[config.mk]
export PLATFORM = sky130hd
export DESIGN_NAME = fifo_ctrl_rx
export DESIGN_NICKNAME = d
export VERILOG_FILES = /design/src/rtl/fifo_ctrl_rx.sv
export SDC_FILE = /design/constraint.sdc
export NUM_CORES = 1
export LEC_CHECK = 0
export ABC_AREA = 1
export BUFFER_PORTS_ARGS = -buffer_cell sky130_fd_sc_hd__clkbuf_2
export CORE_MARGIN = 4
export CORE_UTILIZATION = 55
export DETAILED_ROUTE_END_ITERATION = 8
export GPL_TIMING_DRIVEN = 0
export PLACE_DENSITY = 0.85
export SYNTH_ARGS = -nofsm -noshare
export SYNTH_HDL_FRONTEND = slang
export SYNTH_SLANG_ARGS = --single-unit
[constraint.sdc]
create_clock -name clk_i -period 4.4 [get_ports clk_i]
set_input_delay 0.88 -clock clk_i [delete_from_list [all_inputs] [get_ports clk_i]]
set_output_delay 0.88 -clock clk_i [all_outputs]
set_load 0.1 [all_outputs]
[src/rtl/fifo_ctrl_rx.sv]
// fifo_ctrl_rx: pointer, occupancy and flag controller for the I2C RX FIFO.
// Define FIFO_RX_FLUSH_EN to add the flush_i input.
module fifo_ctrl_rx #(
    parameter int ADDRSIZE  = 4,
    parameter int AF_THRESH = 12,
    parameter int AE_THRESH = 2
) (
    input  logic                clk_i,
    input  logic                rst_ni,
    input  logic                wr_en_i,
    input  logic                rd_en_i,
    input  logic                err_clr_i,
`ifdef FIFO_RX_FLUSH_EN
    input  logic                flush_i,
`endif
    output logic [ADDRSIZE-1:0] waddr_o,
    output logic [ADDRSIZE-1:0] raddr_o,
    output logic                wclken_o,
    output logic                full_o,
    output logic                empty_o,
    output logic [ADDRSIZE:0]   count_o,
    output logic                almost_full_o,
    output logic                almost_empty_o,
    output logic                overflow_o,
    output logic                underflow_o
);

    localparam int              DEPTH = 1 << ADDRSIZE;
    localparam logic [ADDRSIZE:0] LP_ONE = (ADDRSIZE+1)'(1);
    localparam logic [ADDRSIZE:0] LP_AF  = (ADDRSIZE+1)'(AF_THRESH);
    localparam logic [ADDRSIZE:0] LP_AE  = (ADDRSIZE+1)'(AE_THRESH);

    logic [ADDRSIZE:0] r_wptr;
    logic [ADDRSIZE:0] r_rptr;
    logic [ADDRSIZE:0] r_count;
    logic              r_full;
    logic              r_empty;
    logic              r_af;
    logic              r_ae;
    logic              r_ovf;
    logic              r_udf;

    logic              w_flush;
    logic              w_push;
    logic              w_pop;
    logic [ADDRSIZE:0] w_wptr_nxt;
    logic [ADDRSIZE:0] w_rptr_nxt;
    logic [ADDRSIZE:0] w_count_nxt;
    logic              w_full_nxt;
    logic              w_empty_nxt;
    logic              w_af_nxt;
    logic              w_ae_nxt;
    logic              w_ovf_nxt;
    logic              w_udf_nxt;

`ifdef FIFO_RX_FLUSH_EN
    assign w_flush = flush_i;
`else
    assign w_flush = 1'b0;
`endif

    // A flush swallows any push or pop issued in the same cycle.
    assign w_push = wr_en_i & ~r_full  & ~w_flush;
    assign w_pop  = rd_en_i & ~r_empty & ~w_flush;

    always_comb begin
        w_wptr_nxt  = r_wptr;
        w_rptr_nxt  = r_rptr;
        w_count_nxt = r_count;
        w_ovf_nxt   = r_ovf;
        w_udf_nxt   = r_udf;
        if (w_flush) begin
            w_rptr_nxt  = r_wptr;
            w_count_nxt = '0;
        end else begin
            if (w_push) begin
                w_wptr_nxt = r_wptr + LP_ONE;
            end
            if (w_pop) begin
                w_rptr_nxt = r_rptr + LP_ONE;
            end
            unique case ({w_push, w_pop})
                2'b10:   w_count_nxt = r_count + LP_ONE;
                2'b01:   w_count_nxt = r_count - LP_ONE;
                default: w_count_nxt = r_count;
            endcase
            // A new error in the clearing cycle takes priority.
            w_ovf_nxt = (wr_en_i & r_full)  | (r_ovf & ~err_clr_i);
            w_udf_nxt = (rd_en_i & r_empty) | (r_udf & ~err_clr_i);
        end
    end

    always_comb begin
        w_empty_nxt = (w_wptr_nxt == w_rptr_nxt);
        w_full_nxt  = (w_wptr_nxt[ADDRSIZE] != w_rptr_nxt[ADDRSIZE]) &&
                      (w_wptr_nxt[ADDRSIZE-1:0] == w_rptr_nxt[ADDRSIZE-1:0]);
        w_af_nxt    = (w_count_nxt >= LP_AF);
        w_ae_nxt    = (w_count_nxt <= LP_AE);
    end

    always_ff @(posedge clk_i or negedge rst_ni) begin
        if (!rst_ni) begin
            r_wptr  <= '0;
            r_rptr  <= '0;
            r_count <= '0;
            r_full  <= 1'b0;
            r_empty <= 1'b1;
            r_af    <= 1'b0;
            r_ae    <= 1'b1;
            r_ovf   <= 1'b0;
            r_udf   <= 1'b0;
        end else begin
            r_wptr  <= w_wptr_nxt;
            r_rptr  <= w_rptr_nxt;
            r_count <= w_count_nxt;
            r_full  <= w_full_nxt;
            r_empty <= w_empty_nxt;
            r_af    <= w_af_nxt;
            r_ae    <= w_ae_nxt;
            r_ovf   <= w_ovf_nxt;
            r_udf   <= w_udf_nxt;
        end
    end

    assign waddr_o        = r_wptr[ADDRSIZE-1:0];
    assign raddr_o        = r_rptr[ADDRSIZE-1:0];
    assign wclken_o       = w_push;
    assign full_o         = r_full;
    assign empty_o        = r_empty;
    assign count_o        = r_count;
    assign almost_full_o  = r_af;
    assign almost_empty_o = r_ae;
    assign overflow_o     = r_ovf;
    assign underflow_o    = r_udf;

    logic unused_depth;
    assign unused_depth = (DEPTH == 0);

endmodule
==> flow_summary_export.csv <==
group,metric,value,unit
critical_path,timing.rr.end,"almost_full_o",
final_layout,synthToLayoutAreaGrowth,15.1,%
drt,drtIter0Drc,7,
final_layout,diodes,0,
synthesis,synth_area_per_cell,8.80,um2
synthesis,syn-num-nets,145,
min_path,min_from,"r_wptr[4]",
grt,antenna_found_initial,0,
timing,finalMaxSlewViolations,0,
min_path,hold_depth,1,
floorplan,io_pins,25,
drt,antenna_left,0,
grt,overflow,0,
cts,cts_hold_buf,0,
critical_path,path_class,"primary input to primary output",
critical_path,path_common_cell,"clkbuf_2",
synthesis,yosys_register_bits,21,
status,status,"finished, final reports clean",
drt,firstDrtPassIters,5,
synthesis,syn-cell-area,1200,um2
cts,insertion_delay,0.29,ns
floorplan,fp-row-count,16,
critical_path,r2r_cells,16,
critical_path,slowest_delay,0.46,ns
cts,ctsResizeCount,0,
timing,hold_violations,0,
placed_design,dp.cells,187,
drt,drt-total-wl,2.35,mm
drt,drc,0,
cts,postCtsSetupBuffers,0,
critical_path,ff2ff_setup_slack,2.34,ns
cts,numCtsBuffers,3,
timing,max_slew_margin,0.639,
grt,grt_pass1_vias,942,
final_layout,stdcell_count,191,
final_layout,nFillCells,172,
floorplan,fp.dieH,54.6,um
cts,cts.sinks,21,
flow_run,drv_cap,0,
final_layout,fin_area,1380,um2
final_layout,final_cell_mix,"nand2_1, clkbuf_2, inv_1",
timing,setup_tns,0,ns
synthesis,yosys_warnings,0,
critical_path,path_cells,"clkbuf_2, nand2_2, inv_2, clkbuf_2",
placed_design,io_buffers,24,
placed_design,placed_area,1350,um2
floorplan,start_util,0.592,
final_layout,drive_above_1_share,0.293,
critical_path,cp_top_family,"buffers and inverters",
synthesis,synth_cells,136,
placed_design,post-dp-hpwl,1.94,mm
critical_path,cp_data_arrival_time,1.69,ns
drt,wl_per_cell,12.3,um
final_layout,multi_input_area,518,um2
floorplan,core-area,2020,um2
timing,fmax,390,MHz
cts,htreeDepth,1,
timing,finalCriticalPeriod,2.57,ns
grt,grt.total_usage,0.183,
critical_path,crit_fanout,8,
drt,via_count,936,
cts,root_buffer,"clkbuf_4",
grt,grt_start_max_net_pins,22,
critical_path,cp_slowest_cell,"clkbuf_2",
min_path,hold-path-endpoint,"r_wptr[4]",
timing,post-route-period-util,0.583,
final_layout,final_common_cell,"nand2_1",
critical_path,end_kind,"primary output",
min_path,hold_class,"flop to flop",
floorplan,die_area,2980,um2
grt,grt_pass1_wl,3.92,mm
timing,tightestPinTransition,0.543,ns
critical_path,critPathLaunchType,"primary input",
final_layout,nets,174,
timing,rsz0062_at_grt,"no",
final_layout,ff_latch_area,528,um2
synthesis,ys_seq_area_frac,0.441,
critical_path,path_buf_inv,3,
timing,setup_viol,0,
synthesis,synth_cell_types,23,
floorplan,die_w,54.6,um
final_layout,fin_util,0.681,
timing,finClkSkew,0.00481,ns
cts,cts_tree,"done",
cts,clockBufferDepth,2,
drt,avgViaCountPerCell,4.90,
cts,clk_pin_slew,0.10,ns
placed_design,gp_congestion,0.738,
critical_path,reg2reg_from,"empty_o",
critical_path,worstPathRequired,3.52,ns
per-layer routing:
metal  GRT usage  share of wire  vias up
met4      0.0498          0.011        0
met1       0.186           0.38      443
li1            -              -      474
met3      0.0218          0.032        5
met2       0.376           0.58       14
met5           0              0        -
sequential cells by signal (all words and copies together) (netlist names):
signal          count
overflow_o          1
r_wptr              5
almost_empty_o      1
count_o             5
r_rptr              5
empty_o             1
full_o              1
almost_full_o       1
underflow_o         1
metrics by stage:
step / hold slack, ns / worst slack, ns
detailed placement: 0.482 / 1.76
CTS: 0.499 / 1.83
global placement: 0.479 / 1.83
finish: 0.496 / 1.83
floorplan: 0.461 / 2.03
global route: 0.534 / 1.78
area by class of cell:
| cell class | count | share of cell area |
|---|---|---|
| buffer | 8 | 0.0436 |
| multi-input combinational | 83 | 0.376 |
| sequential | 21 | 0.384 |
| inverter | 24 | 0.0655 |
| tap | 27 | 0.0245 |
| timing repair buffer | 24 | 0.0873 |
| clock buffer | 4 | 0.0191 |
worst reg2reg max path: stages (launching register included):
cell	delay (ns)
dfstp_2	0.61
nor2_8	0.08
nand2_2	0.13
nand2_1	0.09
nand2_1	0.07
inv_1	0.05
ha_1	0.17
inv_1	0.05
nand2_1	0.09
nand3_2	0.11
inv_1	0.05
nand3_1	0.08
nand3_1	0.10
nand2_1	0.09
nand2_1	0.08
inv_1	0.06
nand2_1	0.05
how the worst max path moves through the flow:
stage,from,endpoint,slack (ns),depth (start not counted)
2_1_floorplan,full_o,almost_full_o,2.03,16
6_report,wr_en_i,wclken_o,1.83,4
3_5_place_dp,rd_en_i,almost_full_o,1.76,17
3_3_place_gp,wr_en_i,wclken_o,1.83,4
5_1_grt,wr_en_i,wclken_o,1.78,4
4_1_cts,wr_en_i,wclken_o,1.83,4
cells in the mapped netlist (all sizes together):
library cell,number,share of area
nand3b,1,0.0063
xnor2,5,0.037
nor2,7,0.036
dfrtp,19,0.40
o21ai,8,0.033
ha,4,0.042
nand4,3,0.016
nand2,30,0.11
buf,8,0.050
a21oi,1,0.0042
nand3,12,0.054
nor3,1,0.014
inv,24,0.075
dfstp,2,0.044
xor2,10,0.080
or2,1,0.0052
cells by family (layout without fill, tap and decap cells):
family / Yosys count / in the layout / synth area share
AND/OR/NAND/NOR: 55 / 55 / 0.237
buffers and inverters: 32 / 60 / 0.126
flip-flops: 21 / 21 / 0.441
XOR/XNOR: 15 / 15 / 0.116
AO/OA/AOI/OAI: 9 / 9 / 0.0377
adder cells (fa/ha/maj): 4 / 4 / 0.0418
Power is left out: the tool's default activity adds up to more than one toggle a clock period on the data nets, which glitch-free logic cannot reach.
